### config.mk
export PLATFORM = sky130hd
export DESIGN_NAME = pong_input_hub
export DESIGN_NICKNAME = d
export VERILOG_FILES = /design/src/rtl/pong_input_pkg.sv /design/src/rtl/input_debounce.sv /design/src/rtl/pong_input_hub.sv
export SDC_FILE = /design/constraint.sdc
export NUM_CORES = 1
export LEC_CHECK = 0
export BUFFER_PORTS_ARGS = -buffer_cell sky130_fd_sc_hd__buf_2
export CAP_MARGIN = 20
export CORE_MARGIN = 2
export CORE_UTILIZATION = 33
export DETAILED_ROUTE_END_ITERATION = 7
export SLEW_MARGIN = 20
export SYNTH_ARGS = -nofsm -noshare
export SYNTH_HDL_FRONTEND = slang
export SYNTH_SLANG_ARGS = --single-unit
### constraint.sdc
create_clock -name i_Clk -period 2.3 [get_ports i_Clk]
set_input_delay 0.115 -clock i_Clk [delete_from_list [all_inputs] [get_ports i_Clk]]
set_output_delay 0.115 -clock i_Clk [all_outputs]
set_load 0.01 [all_outputs]
### src/rtl/pong_input_pkg.sv
// Shared command encodings and source states for the Pong player-input hub.
// A received byte is split as [7:4] opcode, [3:2] player, [1:0] argument.
package pong_input_pkg;

    localparam logic [3:0] OP_PADDLE  = 4'h1;
    localparam logic [3:0] OP_START   = 4'h2;
    localparam logic [3:0] OP_PAUSE   = 4'h3;
    localparam logic [3:0] OP_RELEASE = 4'h4;

    localparam logic [1:0] ARG_UP = 2'b01;
    localparam logic [1:0] ARG_DN = 2'b10;

    typedef enum logic {
        SRC_BTN  = 1'b0,
        SRC_UART = 1'b1
    } src_e;

    typedef struct packed {
        logic [3:0] op;
        logic [1:0] player;
        logic [1:0] arg;
    } cmd_t;

    function automatic cmd_t decode_byte(input logic [7:0] b);
        return cmd_t'(b);
    endfunction

endpackage

### src/rtl/input_debounce.sv
// Single-channel switch debouncer: the stable state follows the raw input only
// after the raw input has differed from it for DEBOUNCE_LIMIT consecutive clocks.
module input_debounce #(
    parameter int DEBOUNCE_LIMIT = 250000
) (
    input  logic i_Clk,
    input  logic i_Rst_L,
    input  logic i_Raw,
    output logic o_Stable
);

    localparam int CNT_W = (DEBOUNCE_LIMIT > 1) ? $clog2(DEBOUNCE_LIMIT) : 1;

    logic [CNT_W-1:0] r_cnt_r;

    // The clock that would bring the count to the limit commits the raw value instead.
    always_ff @(posedge i_Clk or negedge i_Rst_L) begin
        if (!i_Rst_L) begin
            r_cnt_r  <= '0;
            o_Stable <= 1'b0;
        end else if (i_Raw == o_Stable) begin
            r_cnt_r  <= '0;
        end else if (r_cnt_r == CNT_W'(DEBOUNCE_LIMIT - 1)) begin
            r_cnt_r  <= '0;
            o_Stable <= i_Raw;
        end else begin
            r_cnt_r  <= r_cnt_r + CNT_W'(1);
        end
    end

endmodule

### src/rtl/pong_input_hub.sv
// Player-input front end for Pong: debounced buttons or UART command bytes drive
// each paddle, with per-player source arbitration, pause and game-start control.
module pong_input_hub
    import pong_input_pkg::*;
#(
    parameter int NUM_PLAYERS    = 2,
    parameter int DEBOUNCE_LIMIT = 250000,
    parameter int UART_HOLD      = 2500000
) (
    input  logic                     i_Clk,
    input  logic                     i_Rst_L,
    input  logic [2*NUM_PLAYERS-1:0] i_Switch,
    input  logic                     i_RX_DV,
    input  logic [7:0]               i_RX_Byte,
    output logic [NUM_PLAYERS-1:0]   o_Paddle_Up,
    output logic [NUM_PLAYERS-1:0]   o_Paddle_Dn,
    output logic                     o_Game_Start,
    output logic                     o_Pause,
    output logic [NUM_PLAYERS-1:0]   o_Src_UART
);

    localparam int HOLD_W = $clog2(UART_HOLD + 1);

    cmd_t                     w_cmd_s;
    logic [2*NUM_PLAYERS-1:0] w_deb_s;
    logic [2*NUM_PLAYERS-1:0] r_deb_prev_r;
    logic [NUM_PLAYERS-1:0]   w_pad_cmd_s;
    logic [NUM_PLAYERS-1:0]   w_rel_cmd_s;
    logic [NUM_PLAYERS-1:0]   w_rise_s;

    src_e r_src_r     [NUM_PLAYERS];
    src_e w_src_nxt_s [NUM_PLAYERS];

    logic [HOLD_W-1:0]      r_hold_r     [NUM_PLAYERS];
    logic [HOLD_W-1:0]      w_hold_nxt_s [NUM_PLAYERS];
    logic [NUM_PLAYERS-1:0] r_up_dir_r, w_up_dir_nxt_s;
    logic [NUM_PLAYERS-1:0] r_dn_dir_r, w_dn_dir_nxt_s;
    logic [NUM_PLAYERS-1:0] w_req_up_s, w_req_dn_s;
    logic [NUM_PLAYERS-1:0] w_up_nxt_s, w_dn_nxt_s;
    logic                   r_pause_r, w_pause_nxt_s, w_start_nxt_s;

    assign w_cmd_s = decode_byte(i_RX_Byte);
    assign o_Pause = r_pause_r;

    for (genvar i = 0; i < 2 * NUM_PLAYERS; i++) begin : g_deb
        input_debounce #(
            .DEBOUNCE_LIMIT (DEBOUNCE_LIMIT)
        ) u_deb (
            .i_Clk    (i_Clk),
            .i_Rst_L  (i_Rst_L),
            .i_Raw    (i_Switch[i]),
            .o_Stable (w_deb_s[i])
        );
    end

    // Per-player command strobes and source next-state; a paddle command beats a local override.
    always_comb begin
        w_pad_cmd_s = '0;
        w_rel_cmd_s = '0;
        w_rise_s    = '0;
        o_Src_UART  = '0;
        for (int p = 0; p < NUM_PLAYERS; p++) begin
            w_src_nxt_s[p] = r_src_r[p];
            o_Src_UART[p]  = (r_src_r[p] == SRC_UART);
            w_rise_s[p]    = |(w_deb_s[2*p +: 2] & ~r_deb_prev_r[2*p +: 2]);
            if (i_RX_DV && (w_cmd_s.player == 2'(p))) begin
                w_pad_cmd_s[p] = (w_cmd_s.op == OP_PADDLE);
                w_rel_cmd_s[p] = (w_cmd_s.op == OP_RELEASE);
            end else begin
                w_pad_cmd_s[p] = 1'b0;
                w_rel_cmd_s[p] = 1'b0;
            end
            case (r_src_r[p])
                SRC_BTN: begin
                    if (w_pad_cmd_s[p]) w_src_nxt_s[p] = SRC_UART;
                    else                w_src_nxt_s[p] = SRC_BTN;
                end
                SRC_UART: begin
                    if (w_pad_cmd_s[p])                     w_src_nxt_s[p] = SRC_UART;
                    else if (w_rel_cmd_s[p] || w_rise_s[p]) w_src_nxt_s[p] = SRC_BTN;
                    else                                    w_src_nxt_s[p] = SRC_UART;
                end
                default: w_src_nxt_s[p] = SRC_BTN;
            endcase
        end
    end

    // Pause/start decode, UART hold timers and the next paddle outputs.
    always_comb begin
        w_hold_nxt_s   = r_hold_r;
        w_up_dir_nxt_s = r_up_dir_r;
        w_dn_dir_nxt_s = r_dn_dir_r;
        w_req_up_s     = '0;
        w_req_dn_s     = '0;
        w_up_nxt_s     = '0;
        w_dn_nxt_s     = '0;
        w_start_nxt_s  = 1'b0;
        w_pause_nxt_s  = r_pause_r;
        if (i_RX_DV && (w_cmd_s.op == OP_START)) begin
            w_start_nxt_s = 1'b1;
            w_pause_nxt_s = 1'b0;
        end else if (i_RX_DV && (w_cmd_s.op == OP_PAUSE)) begin
            w_pause_nxt_s = ~r_pause_r;
        end else begin
            w_pause_nxt_s = r_pause_r;
        end
        for (int p = 0; p < NUM_PLAYERS; p++) begin
            if (w_pad_cmd_s[p]) begin
                case (w_cmd_s.arg)
                    ARG_UP: begin
                        w_up_dir_nxt_s[p] = 1'b1;
                        w_dn_dir_nxt_s[p] = 1'b0;
                        w_hold_nxt_s[p]   = HOLD_W'(UART_HOLD);
                    end
                    ARG_DN: begin
                        w_up_dir_nxt_s[p] = 1'b0;
                        w_dn_dir_nxt_s[p] = 1'b1;
                        w_hold_nxt_s[p]   = HOLD_W'(UART_HOLD);
                    end
                    default: begin
                        w_up_dir_nxt_s[p] = 1'b0;
                        w_dn_dir_nxt_s[p] = 1'b0;
                        w_hold_nxt_s[p]   = '0;
                    end
                endcase
            end else if (w_rel_cmd_s[p]) begin
                w_up_dir_nxt_s[p] = 1'b0;
                w_dn_dir_nxt_s[p] = 1'b0;
                w_hold_nxt_s[p]   = '0;
            end else if (r_hold_r[p] != '0) begin
                w_hold_nxt_s[p] = r_hold_r[p] - HOLD_W'(1);
            end else begin
                w_up_dir_nxt_s[p] = 1'b0;
                w_dn_dir_nxt_s[p] = 1'b0;
            end
            w_req_up_s[p] = (r_src_r[p] == SRC_UART) ? r_up_dir_r[p] : w_deb_s[2*p];
            w_req_dn_s[p] = (r_src_r[p] == SRC_UART) ? r_dn_dir_r[p] : w_deb_s[2*p+1];
            w_up_nxt_s[p] = w_req_up_s[p] & ~w_req_dn_s[p] & ~r_pause_r;
            w_dn_nxt_s[p] = w_req_dn_s[p] & ~w_req_up_s[p] & ~r_pause_r;
        end
    end

    // Source state register per player.
    always_ff @(posedge i_Clk or negedge i_Rst_L) begin
        if (!i_Rst_L) begin
            for (int p = 0; p < NUM_PLAYERS; p++) r_src_r[p] <= SRC_BTN;
        end else begin
            for (int p = 0; p < NUM_PLAYERS; p++) r_src_r[p] <= w_src_nxt_s[p];
        end
    end

    // Datapath state and registered outputs.
    always_ff @(posedge i_Clk or negedge i_Rst_L) begin
        if (!i_Rst_L) begin
            for (int p = 0; p < NUM_PLAYERS; p++) r_hold_r[p] <= '0;
            r_up_dir_r   <= '0;
            r_dn_dir_r   <= '0;
            r_deb_prev_r <= '0;
            r_pause_r    <= 1'b0;
            o_Game_Start <= 1'b0;
            o_Paddle_Up  <= '0;
            o_Paddle_Dn  <= '0;
        end else begin
            for (int p = 0; p < NUM_PLAYERS; p++) r_hold_r[p] <= w_hold_nxt_s[p];
            r_up_dir_r   <= w_up_dir_nxt_s;
            r_dn_dir_r   <= w_dn_dir_nxt_s;
            r_deb_prev_r <= w_deb_s;
            r_pause_r    <= w_pause_nxt_s;
            o_Game_Start <= w_start_nxt_s;
            o_Paddle_Up  <= w_up_nxt_s;
            o_Paddle_Dn  <= w_dn_nxt_s;
        end
    end

endmodule
======== After elaboration in Yosys (flattened, before gate mapping) ========
Index checks and enable logic that the tools add are counted.
storage, ports and cells
  register bits ........................... 136
  bits of input ports ..................... 15
  output and inout port bits .............. 8
  logic and storage cells ................. 130
operators by class
  $add $sub $neg .......................... 6
  equality and inequality tests ........... 17
  multiplexer cells ....................... 44
  bitwise gates (word level) .............. 23
  reductions and logical operators ........ 19
operators with widths
  cell                   number
  $mux 22                7
  $mux 18                8
  $add 18x1->18 const B  4
  $eq 18x18->1 const B   4
  $reduce_bool 22->1     2
  $sub 22x1->22 const B  2
  $mux 1                 27
  $not 1->1              11
  $and 1x1->1            8
  $eq 4x2->1 const B     2
  $reduce_and 2->1       4
  $ne 3x3->1 const B     2
  $reduce_bool 3->1      2
  $reduce_or 2->1        3
  $and 2x2->2            2
  $eq 1x1->1             4
  $eq 2x1->1 const B     2
  $eq 4x1->1 const B     1
  $eq 4x3->1 const B     1
  $logic_and 1x1->1      4
  $not 2->2              2
  $pmux 1 s2             2
  $eq 2x2->1 const B     1
  $logic_not 2->1        1
  2 further kinds        3

======== Logic depth before layout (Yosys ltp) ========
Gate-level depths: netlist of the first run.
  depth in word-level cells ............... 7
  depth in mapped cells ................... 9
  depth with buffers taken out ............ 7

======== By module ========
Synthesis of the first run repeated with hierarchy kept, for this count alone.
unflattened totals
  cell total of the unflattened synthesis .. 711
  area total of the unflattened synthesis .. 7059.3 um^2
modules (own cells, without submodules)
  module          times used  cells an instance  area an instance (um^2)  sequential area each (um^2)
  input_debounce  4           97                 979.7                    475.5
  pong_input_hub  1           323                3140.5                   1501.4

======== Worst setup path after synthesis of the first run ========
Ideal clock, no wire load.
  kind .................................... reg2reg
  start point ............................. register r_hold_r[0] in the netlist's numbering
  end point ............................... register r_hold_r[10] in the netlist's numbering
  library setup time ...................... 0.135 ns
  arrival ................................. 2.102 ns
  data required time ...................... 2.165 ns
  slack ................................... 0.062 ns
  cell stages (with the launch flop) ...... 10
  buffers on the path ..................... 2
  period minus slack after synthesis ...... 2.238 ns
  cells stage by stage .................... dfrtp_1 -> inv_1 -> ha_1 -> or3b_2 -> or3_1 -> buf_2 -> nor2_1 -> buf_2 -> mux2_2 -> a21oi_1
on the way
  longest elaborated chain between the ends .. 4
  elaborated cells on any way between the ends .. 6
  those cells by class .................... 1 x add/sub; 3 x mux; 2 x reduce/logical
ends and longest elaborated chain
  element             RTL line               source
  start: declaration  pong_input_hub.sv:34   logic [HOLD_W-1:0] r_hold_r [NUM_PLAYERS];
  $sub 22x1->22       pong_input_hub.sv:131  w_hold_nxt_s[p] = r_hold_r[p] - HOLD_W'(1);
  $mux 22             pong_input_hub.sv:130  end else if (r_hold_r[p] != '0) begin
  $mux 22             pong_input_hub.sv:126  end else if (w_rel_cmd_s[p]) begin
  $mux 22             pong_input_hub.sv:108  if (w_pad_cmd_s[p]) begin
Several ways; a longest one is shown, not always the timed one. The select of a mux whose other input is x is not followed.
A chain may end at the register's enable or synchronous reset.

======== Worst setup path in the final report of the first run ========
  start point ............................. register r_hold_r[22] in the netlist's numbering
  end point ............................... register r_hold_r[34] in the netlist's numbering
The elaborated chain is that of the path after synthesis.

==> results of run 1 <==
-- repair_timing --
action,in CTS,in global routing
pin swaps,0,3
hold buffers,7,0
endpoints found under the setup margin,3,29
setup buffers,0,1
endpoints found under the hold margin,70,0
resized for setup,2,8
-- area by class of cell --
class,instances,area [µm²],area share
Timing Repair Buffer,54,394,0.0490
Multi-Input combinational cell,516,3240,0.402
Sequential cell,136,3400,0.423
Inverter,17,63.8,0.00793
Clock buffer,19,443,0.0550
Clock inverter,13,171,0.0213
Tap cell,270,338,0.0420
-- power breakdown --
part | switching [mW] | internal, mW
clock network | 1.08 | 1.74
registers | 0.390 | 2.74
logic | 0.590 | 0.546
-- metrics by stage --
| stage | hold slack (ns) | power, mW | area, µm² | setup WS, ns |
|---|---|---|---|---|
| final | 0.0472 | 7.09 | 8050 | 0.0808 |
| after global routing | 0.0568 | 7.50 | 8050 | -0.000977 |
| after CTS | 0.0269 | 7.16 | 8020 | 0.0228 |
| after detailed placement | 0.179 | 4.28 | 7330 | -0.00612 |
| after global placement | 0.174 | 4.26 | 7330 | 0.0640 |
| after floorplan | -0.181 | 3.91 | 6760 | 0.0623 |
-- worst max-delay path, stage by stage (launching register included) --
cell and delay [ns]:
dfrtp_1 0.40, inv_2 0.08, ha_2 0.18, or4b_4 0.52
or3_4 0.38, a2111oi_4 0.33, xnor2_1 0.16, nor2_1 0.05
-- how the worst max path moves through the flow --
stage | to | cells after the start
finish | r_hold_r[34] | 7
global route | r_hold_r[12] | 7
CTS | r_hold_r[34] | 7
detailed placement | r_hold_r[4] | 8
global placement | r_hold_r[34] | 7
floorplan | r_hold_r[10] | 9
-- metal layers --
metal	up-vias	global-route usage	wire, µm
met5	-	0	0
li1	2495	-	-
met1	2467	0.187	6890
met2	55	0.222	6540
met4	0	0.0361	131
met3	12	0.0382	372
-- registers in the layout, indices dropped and copies added (netlist names), 4 cells and up --
register,flops
r_hold_r,44
r_deb_prev_r,4
g_deb.u_deb.o_Stable,4
g_deb.u_deb.r_cnt_r,72
-- placed cells by master (no fill, tap or decap), types with 11 or more instances in the layout --
cell type	instances
and3_1	11
buf_4	22
nand2_1	46
nand3_1	34
buf_2	21
nor2_1	126
inv_1	16
nor4_1	11
nor3_1	15
dfrtp_1	136
xnor2_1	40
nand4_1	24
clkbuf_16	17
a21oi_1	25
xor2_1	59
nand2b_1	11
-- cell usage after synthesis, types with 11 or more instances --
| master | n |
|---|---|
| inv_1 | 17 |
| xor2_1 | 59 |
| nor2_1 | 128 |
| nand2_1 | 48 |
| nand3_1 | 34 |
| a21oi_1 | 25 |
| nor4_1 | 12 |
| nor3_1 | 15 |
| nand2b_1 | 11 |
| clkbuf_1 | 15 |
| nand4_1 | 24 |
| xnor2_1 | 40 |
| and3_1 | 11 |
| dfrtp_1 | 136 |
-- cell families (layout without fill, tap and decap cells) --
| family | count (synthesis) | after routing | share of synthesized area |
|---|---|---|---|
| AO/OA/AOI/OAI | 63 | 63 | 0.0647 |
| buffers and inverters | 36 | 103 | 0.0220 |
| XOR/XNOR | 99 | 99 | 0.128 |
| AND/OR/NAND/NOR | 341 | 341 | 0.259 |
| adder cells (fa/ha/maj) | 8 | 8 | 0.0148 |
| multiplexers | 5 | 5 | 0.00795 |
| flip-flops | 136 | 136 | 0.503 |
==> results.ini, run 1 <==
[pwr]
power_leakage_nw=3.38
ir_worst_vdd_mv=0.457
power_density_mw_per_mm2=881

[worst_setup_path]
reg2reg_to=r_hold_r[34]
arrival_ns=2.52
critPathLaunchType=flip-flop
worstRegToRegCells=7
reg2reg_slack_ns=0.08
crit_fanout=7
startpoint=r_hold_r[22]
worstReg2RegStart=r_hold_r[22]
worstSetupPathType=reg2reg
critPathCaptureType=flip-flop
worstPathRequired_ns=2.60

[route]
viasPerCell=4.91
firstDrtPassIters=6
post-route-drc-count=0
drtIter0Drc=285
wl_per_cell_um=13.6
vias=5029
wl_mm=13.9
ant_nets=0

[timing]
worst_pin_slew_ns=0.626
period_minus_slack_ns=2.22
hold_violations=0
setup_viol=0
min_period_over_period=0.965
slew_headroom=0.583
max_freq_mhz=451
finalMaxSlewViolations=0
clock_skew_ns=0.00766
rsz0062_at_grt=yes
setup_tns_ns=0

[floorplan]
core.rowCount=52
die_width_um=147
die_h_um=147
dieArea_mm2=0.0217
initial_utilization=0.335
pin_count=23
core_mm2=0.0202

[logic_synthesis]
synth_fp_nets=711
synth_area_leaders=dfrtp_1 50%, xor2_1 7.6%, nor2_1 7.1%, xnor2_1 5.2%, nand2_1 2.7%
synth_ff_type=dfrtp_1
synth_edf_count=0
ys_ff_latch=136
ys_async_sr_fraction=1.00
synth_top_area_share=0.503
synth_seq_area_share=0.503
syn_avg_cell_area_um2=9.83
syn-cell-area_mm2=0.00676
synthCells=688
synthDistinctLibCells=52
ys.warnings.count=0
yosys.area.top_type=dfrtp_1

[status]
status=complete, no violations

[cts]
clkLatencyLatePin_ns=0.42
cts_htree_levels=4
cts_buffers=17
cts.sinks=136
cts_buffer_depth=2
tritoncts=yes
cts_root_buffer=clkbuf_16
cts.clk_slew.worst_paths_ns=0.06

[final_layout]
final_core_util=0.399
drive_gt1_frac=0.135
n_antenna_cell=0
fin_cells=1025
num-fill-cells=2018
fin_nets=765
syn2layout_area_growth_pct=19.0

[placed_design]
dpl.cell_count=985
dp_hpwl_mm=9.58
port_buffers=22
routabilityCongestion=0.791

[hold_path]
hold_start=i_RX_Byte[4]
hp-class=in2reg
holdPathStages=3
holdPathEnd=o_Pause

[global_route]
grt_pass1_wl_mm=24.5
antenna_found_initial=0
grt_usage=0.139
grt_overflow=0
grt_max_degree=69
grt_pass1_vias=4994

[flow_run]
maxCapViolCount=0

(Power assumes the default switching activity.)
==> inputs of run 2 (changes only) <==
--- a/config.mk
+++ b/config.mk
@@ -6,10 +6,11 @@
 export NUM_CORES = 1
 export LEC_CHECK = 0
 export BUFFER_PORTS_ARGS = -buffer_cell sky130_fd_sc_hd__buf_2
-export CAP_MARGIN = 20
+export CAP_MARGIN = 10
 export CORE_MARGIN = 2
 export CORE_UTILIZATION = 33
 export DETAILED_ROUTE_END_ITERATION = 7
+export PLACE_DENSITY = 0.47
 export SLEW_MARGIN = 20
 export SYNTH_ARGS = -nofsm -noshare
 export SYNTH_HDL_FRONTEND = slang
==> constraint.sdc (replaced) <==
create_clock -name i_Clk -period 2.22 [get_ports i_Clk]
set_input_delay 0.111 -clock i_Clk [delete_from_list [all_inputs] [get_ports i_Clk]]
set_output_delay 0.111 -clock i_Clk [all_outputs]
set_load 0.01 [all_outputs]
==> run 2 against run 1 <==
First-iteration DRC count decreased by 21%. Critical path depth decreased by 1. Flip-flop and latch count unchanged. Clock skew increased by 0.0014 ns. Combinational power grew 18%. Largest power group unchanged.
==> results.ini, run 2 (synthesis results as in run 1) <==
[global_route]
grt_overflow=0
grt_max_degree=60
grt_usage=0.147
grt_pass1_vias=5194
antenna_found_initial=0
grt_pass1_wl_mm=25.9

[final_layout]
seqCellArea_mm2=0.00340
fin_cells=1041
regMostFlops=g_deb.u_deb.r_cnt_r
fin_nets=781
final_cell_mix=136 x dfrtp_1, 126 x nor2_1, 59 x xor2_1
top_regs=g_deb.u_deb.r_cnt_r: 72 flops, r_hold_r: 44 flops
drive_gt1_frac=0.160
num-fill-cells=2016
syn2layout_area_growth_pct=21.3
final_common_cell=dfrtp_1
largest_register_ffs=72
multi_input_area_mm2=0.00330
n_antenna_cell=0

[placed_design]
routabilityCongestion=0.780
dpl.cell_count=997
dp_hpwl_mm=10.2
place_ws_ns=-0.0332
port_buffers=22

[timing]
setup_tns_ns=0
setup_viol=0
hold_violations=0
max_freq_mhz=466
worst_pin_slew_ns=0.599
fin_ws_ns=0.0749
slew_headroom=0.601
min_period_over_period=0.966
finalMaxSlewViolations=0
period_minus_slack_ns=2.15
clock_skew_ns=0.00910
hold_ws_ns=0.0608

[flow_run]
maxCapViolCount=0

[route]
drtIter0Drc=226
firstDrtPassIters=4
post-route-drc-count=0
ant_nets=0
viasPerCell=4.86
vias=5059
wl_per_cell_um=14.2
wl_mm=14.8

[floorplan]
dieArea_mm2=0.0217
core_mm2=0.0202
pin_count=23
core.rowCount=52
die_h_um=147
die_width_um=147
initial_utilization=0.335

[pwr]
ir_worst_vdd_mv=0.454
power_leakage_nw=3.47
total_power_mw=7.43
power_density_mw_per_mm2=906

[cts]
clkLatencyLatePin_ns=0.41
cts.clk_slew.worst_paths_ns=0.06
tritoncts=yes
cts_buffers=17
cts_root_buffer=clkbuf_16
cts.sinks=136
cts_htree_levels=4
cts_buffer_depth=2

[worst_setup_path]
arrival_ns=2.44
reg2reg_slack_ns=0.07
worstPathRequired_ns=2.51
crit_fanout=4
worstSetupPathType=reg2reg
critPathCaptureType=flip-flop
critPathLaunchType=flip-flop

[status]
status=complete, no violations

[hold_path]
hp-class=in2reg

==> run 2: cell count changes in the layout (fill, tap and decap cells not counted), sizes merged <==
cell / before / now
clkinvlp: 5 / 4
inv: 19 / 18
buf: 47 / 63
clkbuf: 19 / 21
==> run 2: worst paths after layout <==
check                                           from                   endpoint  depth (start not counted)
max reg2reg                             r_hold_r[30]               r_hold_r[34]                          6
min in group asynchronous                    i_Rst_L               r_hold_r[30]                          2
max in group asynchronous                    i_Rst_L            r_deb_prev_r[2]                          3
min reg2reg                g_deb[1].u_deb.r_cnt_r[0]  g_deb[1].u_deb.r_cnt_r[0]                          1
min                                     i_RX_Byte[4]              o_Src_UART[0]                          3
max                                     r_hold_r[30]               r_hold_r[34]                          6
==> run 2: power breakdown <==
group	internal (mW)	leakage [nW]	switching (mW)
registers	2.84	1.78	0.384
clock network	1.80	0.280	1.07
logic	0.669	1.41	0.673
total	5.31	3.47	2.12
==> run 2: repair_timing <==
item,4_1_cts,5_1_grt
setup endpoints to repair,7,35
gates cloned,0,0
hold endpoints to repair,59,0
resized for setup,1,20
hold buffers,7,0
pin swaps,0,5
buffers inserted,0,5
==> run 2: critical path: stages, from the launching register on <==
cell and delay [ns]:
dfrtp_1 0.40, or4_4 0.57, buf_4 0.17, or3_4 0.38
a2111oi_4 0.30, xnor2_1 0.16, nor2_1 0.06
==> run 2: final cells by class <==
type / instances / share of cell area
sequential: 136 / 0.415
multi-input combinational: 516 / 0.402
timing repair buffer: 70 / 0.0612
clock buffer: 21 / 0.0549
tap: 270 / 0.0412
clock inverter: 11 / 0.0180
inverter: 17 / 0.00778
==> run 2: metal layers <==
metal | share of wire | vias to the layer above | routed length [µm] | global-route usage
met1 | 0.50 | 2477 | 7320 | 0.201
met3 | 0.023 | 7 | 341 | 0.0373
met2 | 0.47 | 45 | 7000 | 0.236
met5 | 0 | - | 0 | 0
met4 | 0.0070 | 0 | 104 | 0.0361
li1 | - | 2530 | - | -
==> run 2: stage by stage <==
| stage | util | instance area, µm² |
|---|---|---|
| after floorplan | - | 6770 |
| after global placement | 0.367 | 7410 |
| after detailed placement | 0.367 | 7410 |
| after CTS | 0.401 | 8090 |
| after global routing | 0.407 | 8200 |
| final | 0.407 | 8200 |
==> inputs of run 3 (changes only) <==
--- a/config.mk
+++ b/config.mk
@@ -10,7 +10,6 @@
 export CORE_MARGIN = 2
 export CORE_UTILIZATION = 33
 export DETAILED_ROUTE_END_ITERATION = 7
-export PLACE_DENSITY = 0.47
 export SLEW_MARGIN = 20
 export SYNTH_ARGS = -nofsm -noshare
 export SYNTH_HDL_FRONTEND = slang
==> run 3 against run 2 <==
Non-clock buffer count is 1 lower. Global-route usage is 0.48 points lower. Clock skew hardly changed. Final cell count hardly changed. Via count is 1.3% higher. Critical endpoint unchanged. Largest cell class unchanged. Largest power group unchanged. Highest routed layer unchanged.
==> results.ini, run 3 (synthesis results as in run 1) <==
[pwr]
switchingPower_mw=2.15
internal_power_mw=5.47
ir_worst_vdd_mv=0.538
power_leakage_nw=3.48
pwr-share-comb=0.181
p_seq_frac=0.423
power_density_mw_per_mm2=926
swShare=0.282
p_clk_frac=0.396

[worst_setup_path]
critPathLaunchType=flip-flop
critPathMaxStageDelay_ns=0.51
critPathCaptureType=flip-flop
cp_slowest_cell=or4b_4
crit_buf_inv=1
arrival_ns=2.44
worstSetupPathType=reg2reg
reg2reg_slack_ns=0.08
crit_chain=inv_2 -> ha_4 -> or4b_4 -> or3_4 -> a2111oi_4 -> xnor2_1 -> nor2_1
critPathTopFamily=simple AND/OR/NAND/NOR gates
worstPathRequired_ns=2.52
crit_fanout=6

[timing]
hold_violations=0
setup_tns_ns=0
rsz0062_at_grt=yes
finalMaxSlewViolations=0
min_period_over_period=0.964
clock_skew_ns=0.00862
worst_pin_slew_ns=0.490
setup_viol=0
max_freq_mhz=467
slew_headroom=0.665
period_minus_slack_ns=2.14

[cts]
cts.sinks=136
cts_root_buffer=clkbuf_16
cts_htree_levels=4
tritoncts=yes
cts_buffer_depth=2
clkLatencyLatePin_ns=0.42
cts.clk_slew.worst_paths_ns=0.06
cts_buffers=17

[final_layout]
largest_register_ffs=72
final_common_cell=dfrtp_1
syn2layout_area_growth_pct=21.6
final_core_util=0.408
final_cell_mix=136 x dfrtp_1, 126 x nor2_1, 59 x xor2_1
fin_nets=780
n_antenna_cell=0
top_regs=g_deb.u_deb.r_cnt_r: 72 flops, r_hold_r: 44 flops
drive_gt1_frac=0.160
regMostFlops=g_deb.u_deb.r_cnt_r

[floorplan]
pin_count=23
die_h_um=147
core.rowCount=52
initial_utilization=0.335
core_mm2=0.0202
dieArea_mm2=0.0217
die_width_um=147

[route]
firstDrtPassIters=4
top_layer=met4
wl_mm=14.1
viasPerCell=4.93
wl_met3_um=378
ant_nets=0
vias=5124
post-route-drc-count=0
met2_length_mm=6.54
met1_length_mm=6.94
drtIter0Drc=278
wl_per_cell_um=13.6

[flow_run]
maxCapViolCount=0

[global_route]
grt_usage=0.143
antenna_found_initial=0
grt_pass1_vias=5105
grt_overflow=0
grt_max_degree=60
grt_pass1_wl_mm=25.3

[placed_design]
dp_hpwl_mm=9.53
routabilityCongestion=0.822
port_buffers=22

[hold_path]
hp-class=in2reg

[status]
status=complete, no violations

run 3: power groups by stage:
stage	registers [mW]	logic (mW)	clock network [mW]
after global routing	3.29	1.58	3.21
final	3.23	1.38	3.02
after global placement	3.25	1.25	0
after CTS	3.21	1.29	3.09
after detailed placement	3.25	1.27	0
after floorplan	3.18	0.869	0
run 3: worst register-to-register path: cells and delay by family, from the launching register on:
kind | cells | cell delay, ns
adders and majority gates | 1 | 0.13
DFF | 1 | 0.39
and+or+nand+nor | 3 | 0.95
AOI/OAI and AO/OA | 1 | 0.31
buffers and inverters | 1 | 0.09
xor gates and xnor gates | 1 | 0.15
run 3: per-layer routing:
| layer | up-vias | global-route usage |
|---|---|---|
| met4 | 0 | 0.0524 |
| met3 | 22 | 0.0292 |
| met1 | 2514 | 0.200 |
| li1 | 2532 | - |
| met5 | - | 0 |
| met2 | 56 | 0.219 |
run 3: metrics by stage:
stage               hold WS (ns)  cell area (µm²)  worst slack (ns)  power (mW)  std cells
global route              0.0845             8230           -0.0265        8.07       1040
floorplan                 -0.185             6770            0.0102        4.05        688
detailed placement        0.0624             7390           -0.0157        4.51        993
finish                    0.0489             8230            0.0790        7.62       1040
CTS                       0.0183             8110           0.00407        7.60       1032
global placement          0.0635             7390            0.0519        4.49        993
run 3: worst paths after layout:
path | startpoint | endpoint | cells after the start
max in group asynchronous | i_Rst_L | g_deb[2].u_deb.r_cnt_r[1] | 3
setup reg to reg | r_hold_r[22] | r_hold_r[34] | 7
hold reg to reg | g_deb[1].u_deb.r_cnt_r[0] | g_deb[1].u_deb.r_cnt_r[0] | 1
min in group asynchronous | i_Rst_L | r_hold_r[34] | 2
setup / recovery | r_hold_r[22] | r_hold_r[34] | 7
hold / removal | i_RX_Byte[4] | o_Pause | 3
run 3: repair_timing:
item,CTS,global route
endpoints found under the hold margin,45,0
pin swaps,0,7
hold buffers,7,0
cloned,0,0
gates resized for setup,2,16
setup buffers,0,8
setup endpoints to repair,8,35
run 3: cell type report:
class                   instances  area [µm²]
clock buffers                  21         460
clock inverters                11         170
well taps                     270         338
fillers                      1991       11900
inverters                      17        63.8
repair buffers                 69         499
multi-input cells             516        3290
flip-flops and latches        136        3400
